[config.mk]
export PLATFORM = sky130hd
export DESIGN_NAME = sprite_rom_arbiter
export DESIGN_NICKNAME = d
export VERILOG_FILES = /design/src/rtl/sprite_rom_arbiter.sv
export SDC_FILE = /design/constraint.sdc
export NUM_CORES = 1
export LEC_CHECK = 0
export BUFFER_PORTS_ARGS = -buffer_cell sky130_fd_sc_hd__buf_4
export CAP_MARGIN = 40
export CORE_MARGIN = 2
export CORE_UTILIZATION = 45
export CTS_CLUSTER_SIZE = 16
export DETAILED_ROUTE_END_ITERATION = 10
export GPL_TIMING_DRIVEN = 0
export PLACE_DENSITY = 0.77
export SKIP_CTS_REPAIR_TIMING = 1
export SYNTH_ARGS = -nofsm -noshare
export SYNTH_HDL_FRONTEND = slang
export SYNTH_SLANG_ARGS = --single-unit
[constraint.sdc]
create_clock -name Clk -period 2.48 [get_ports Clk]
set_clock_uncertainty 0.2 [all_clocks]
set_input_delay 0 -clock Clk [delete_from_list [all_inputs] [get_ports Clk]]
set_output_delay 0 -clock Clk [all_outputs]
set_load 0.05 [all_outputs]
[src/rtl/sprite_rom_arbiter.sv]
// Round-robin arbiter sharing one synchronous sprite ROM between N_REQ requesters, with a tagged return pipeline.
// Define SPRITE_ARB_STATS_EN to add a per-frame grant counter on stat_grants.
module sprite_rom_arbiter #(
  parameter int N_REQ   = 4,
  parameter int ADDR_W  = 12,
  parameter int DATA_W  = 24,
  parameter int ROM_LAT = 2
) (
  input  logic                      Clk,
  input  logic                      Reset,
  input  logic                      frame_start,
  input  logic [N_REQ-1:0]          req,
  input  logic [N_REQ*ADDR_W-1:0]   req_addr,
  output logic [N_REQ-1:0]          grant,
  output logic [N_REQ-1:0]          rvalid,
  output logic [DATA_W-1:0]         rdata,
  output logic                      rom_rd,
  output logic [ADDR_W-1:0]         rom_addr,
  input  logic [DATA_W-1:0]         rom_q,
  output logic                      busy
`ifdef SPRITE_ARB_STATS_EN
  , output logic [15:0]             stat_grants
`endif
);

  localparam int IDX_W = (N_REQ > 1) ? $clog2(N_REQ) : 1;

  logic [IDX_W-1:0]              rr;
  logic [IDX_W-1:0]              win;
  logic                          hit;
  logic [ADDR_W-1:0]             addr_q;
  logic [ROM_LAT:1]              vld_pipe;
  logic [ROM_LAT:1][IDX_W-1:0]   tag_pipe;
  logic [N_REQ-1:0]              rvalid_q;
  logic [DATA_W-1:0]             rdata_q;

  // Search from rr upward, wrapping at N_REQ (not at 2**IDX_W).
  always_comb begin
    int j;
    win = '0;
    hit = 1'b0;
    j   = 0;
    for (int k = 0; k < N_REQ; k++) begin
      j = int'(rr) + k;
      if (j >= N_REQ) j = j - N_REQ;
      if (!hit && req[j]) begin
        hit = 1'b1;
        win = IDX_W'(j);
      end
    end
  end

  always_comb begin
    grant    = '0;
    rom_rd   = 1'b0;
    rom_addr = '0;
    if (Reset) begin
      rom_rd   = hit;
      rom_addr = addr_q;
      if (hit) begin
        grant[win] = 1'b1;
        rom_addr   = req_addr[int'(win)*ADDR_W +: ADDR_W];
      end
    end
  end

  // Outputs forced low during reset so stale state never leaks before the first sampled edge.
  assign rvalid = Reset ? rvalid_q : '0;
  assign rdata  = Reset ? rdata_q  : '0;
  assign busy   = Reset & ((|vld_pipe) | (|rvalid_q));

  always_ff @(posedge Clk) begin
    if (!Reset) begin
      rr       <= '0;
      addr_q   <= '0;
      vld_pipe <= '0;
      tag_pipe <= '0;
      rvalid_q <= '0;
      rdata_q  <= '0;
    end else begin
      if (frame_start)
        rr <= '0;
      else if (rom_rd)
        rr <= (int'(win) == N_REQ-1) ? '0 : win + 1'b1;
      if (rom_rd) addr_q <= rom_addr;
      vld_pipe[1] <= rom_rd;
      tag_pipe[1] <= win;
      for (int s = 2; s <= ROM_LAT; s++) begin
        vld_pipe[s] <= vld_pipe[s-1];
        tag_pipe[s] <= tag_pipe[s-1];
      end
      rvalid_q <= '0;
      if (vld_pipe[ROM_LAT]) begin
        rvalid_q[tag_pipe[ROM_LAT]] <= 1'b1;
        rdata_q                     <= rom_q;
      end
    end
  end

`ifdef SPRITE_ARB_STATS_EN
  logic [15:0] grant_cnt;
  logic [15:0] cnt_next;

  assign cnt_next = (rom_rd && grant_cnt != 16'hFFFF) ? grant_cnt + 16'd1 : grant_cnt;

  // A grant coincident with frame_start is counted in the closing frame and seeds the new one.
  always_ff @(posedge Clk) begin
    if (!Reset) begin
      grant_cnt   <= '0;
      stat_grants <= '0;
    end else if (frame_start) begin
      stat_grants <= cnt_next;
      grant_cnt   <= rom_rd ? 16'd1 : 16'd0;
    end else begin
      grant_cnt <= cnt_next;
    end
  end
`endif

endmodule
==> results.txt <==
----------------------------------------------------
[Placement]
  Post-detailed-placement cell area ... 3760 um2
  Sum of net half-perimeters after detailed placement ... 5.63 mm
  Number of buffer cells added on primary ports ... roughly 120
  Global placer's final weighted congestion ... 0.799
  Worst Setup Slack post-DPL ... 0.287 ns

[Clocking]
  TritonCTS Buffers ... 5
  H-tree depth ... 2
  Clk_lat worst skew ... roughly 0.3 ns
  Number of sinks handled by clock tree synthesis ... 48
  Root buffer cell ... clkbuf_8
  CTS clock-pin slew for the worst setup and hold paths ... 0.10 ns
  Clock tree from TritonCTS ... done
  Max Buffers Root-to-Sink ... 2

[Synth]
  Dominant cell type by area after synthesis ... dfxtp_1
  Top cell type's share of synthesized area ... 0.351
  Mapped Cells ... around 290
  Count of warnings emitted by yosys ... 0
  Number of nets produced by synthesis ... 374
  Cells taking the most area after synthesis ... dfxtp_1 (35%), mux2i_1 (9.5%), and2_1 (7.1%)
  Number of distinct library cells after synthesis ... 36
  Register bit count reported by yosys ... 48
  Post-synthesis average cell area ... 9.40 um2
  Area of the mapped netlist ... 2740 um2
  Post-synthesis sequential area ratio ... 0.351

[Die]
  Floorplan die area ... 6720 um2
  Area of the core ... 5890 um2
  Number of cell rows ... 28
  Die Width ... 82.0 um
  Number of I/O pins ... 125
  Die H ... between 80 and 90 um
  Initial standard-cell utilization of the core ... 0.465

[Route]
  Detailed-route wire length per cell ... 16.0 um
  Final antenna-violating net count ... 0
  Vias per std cell ... 5.22
  Routed vias ... 2968
  First-pass DRT Iterations ... 4
  Post-route DRC violation count ... 0
  Number of DRC markers after the initial detailed-route iteration ... between 100 and 150
  Post-detailed-routing wire length ... between 9 and 10 mm

[Timing]
  Normalized max-slew margin ... 0.514
  Final Slew Violations ... 0
  Setup violations, final ... 0
  Actual slew at the worst max-slew pin ... ~0.73 ns
  Final critical-path required period ... 2.45 ns
  Total count of hold-check failures in the final report ... 4
  Setup repair after global routing missed its margin ... true
  Portion of the clock cycle consumed by the worst path in the final layout ... 0.989
  Setup tns final ... 0 ns
  Final-layout worst hold slack ... -0.0387 ns
  Peak clock frequency supported by timing ... roughly 0.4 GHz
  Crit path setup slack, layout ... 0.0278 ns

[Global routing]
  Vias in the first global route ... 2514
  All-layer global routing usage ... 0.221
  Wire length of the first global-routing pass ... between 10 and 15 mm
  Busiest layer in global routing ... met2
  Antenna violations before repair ... 0
  Pin count of the biggest net entering global routing ... 17
  Global routing met1 resource utilization ... 0.257
  Grt met2 use ... 0.402
  Remaining global-route overflow ... 0
  Global-route met3 utilization ... 0.0505

[Outcome]
  Outcome ... complete, but fails checks
  Failing checks ... hold timing

[Run]
  Number of max-cap violations ... 0

[Power]
  Leakage dissipation ... 2.17 nW
  VDD IR-drop max ... ~300 uV
  Pwr per Cell Area ... 528 nW/um2
  Overall power consumption ... 0.00248 W

[Critical path]
  Crit path DAT ... 2.25 ns
  Type of element capturing the critical path ... primary output
  Data required, critical path ... 2.28 ns
  Type of origin of the critical path ... register
  Largest fanout of any net on the critical path ... 8
  Crit Path Class ... reg -> out

[Final layout]
  Total area of multi-input combinational cells ... 1600 um2
  Final net count ... between 500 and 600
  Most frequent standard cell in the layout excluding fill and tap cells ... buf_4
  Final-layout fill cell count ... 358
  Commonest cells after routing, fill and taps aside ... buf_4 (122), dlygate4sd3_1 (66), dfxtp_1 (47), and2_1 (31)
  FF+latch area ... a little under 1000 um2
  Inserted Diodes ... 0
  Layout cell share with drive strength beyond 1 ... 0.370
  Area of all placed cells without fillers ... 4700 um2
  Post-synthesis to final-layout area growth ... 72.0%

[Min path]
  Class of the most critical hold timing path ... in -> reg

----------------------------------------------------
## cells in the mapped netlist
cell type   n
or4b_1      1
and4_1      1
buf_2       9
nor3_1      1
mux2i_1    26
nor2_1      5
o21ba_2     1
o221ai_2    6
ha_1        4
o221ai_1    5
buf_6       4
buf_1       2
inv_4       2
buf_4       1
nor2_2      1
clkbuf_1   10
nand2_1    14
o31a_1      1
o211ai_2   11
nand2_8     2
nor3b_1     3
o21bai_1    1
dfxtp_1    48
a211oi_1    1
and2_1     31
and3_1      4
o21ai_0     1
o311ai_1    2
nor2b_1    28
a211o_1     2
nand4_1    11
nand3_1    12
inv_1      14
nor4b_1     1
a22o_1     22
or4_1       3
## registers in the layout, summed over array words and instances, names as in the netlist
name and flops:
vld_pipe 2, rvalid_q 4, rdata_q 24, tag_pipe 4, rr 2, addr_q 12
## metal layers
layer	share of wire	wire length [um]
met1	0.40	3640
met2	0.50	4580
met3	0.090	817
met4	0.0077	70
met5	0	0
## report_power, final
part	internal, W	switching (W)	leakage (nW)
combinational	0.000433	0.000499	1.71
clock	0.000406	0.000277	0.0687
sequential	0.000833	0.0000341	0.396
total	0.00167	0.000811	2.17
## worst max-delay path, cell delays in order (launching register included)
cell and delay [ns]:
dfxtp_4 0.38, nor2b_4 0.05, or4_4 0.50, buf_6 0.15
nand2_8 0.09, inv_8 0.05, buf_12 0.13, a211o_1 0.29
o311ai_2 0.10, buf_6 0.21
## final timing paths
check	slack, ns	to	cells past startpoint	from
worst max-delay path	0.03	rom_addr[0]	9	rr[0]$_SDFFE_PP0P_
worst min-delay path	-0.04	addr_q[11]$_SDFFE_PN0P_	4	req_addr[47]
worst max register to register	0.27	addr_q[0]$_SDFFE_PN0P_	5	rr[1]$_SDFFE_PP0P_
worst min register to register	0.25	tag_pipe[2]$_SDFF_PN0_	1	tag_pipe[0]$_SDFF_PN0_
## stage by stage
| stage | std cells | util |
|---|---|---|
| 3_3_place_gp | 490 | 0.639 |
| 2_1_floorplan | 291 | - |
| 5_1_grt | 569 | 0.799 |
| 6_report | 569 | 0.799 |
| 3_5_place_dp | 490 | 0.639 |
| 4_1_cts | 498 | 0.662 |
## final cells by class
type,count,area share
multi-input combinational,201,0.340
clock inverter,3,0.0146
tap,75,0.0199
clock buffer,5,0.0146
buffer,26,0.0356
timing repair buffer,195,0.355
sequential,48,0.205
inverter,16,0.0149
## kinds of logic after synthesis
kind of cell	share of synthesized area
simple gates	0.263
flops	0.351
compound gates	0.197
fa+ha+maj	0.0183
buf+inv	0.0759
mux	0.0952
Note: power is estimated with default switching activity, not from simulation.
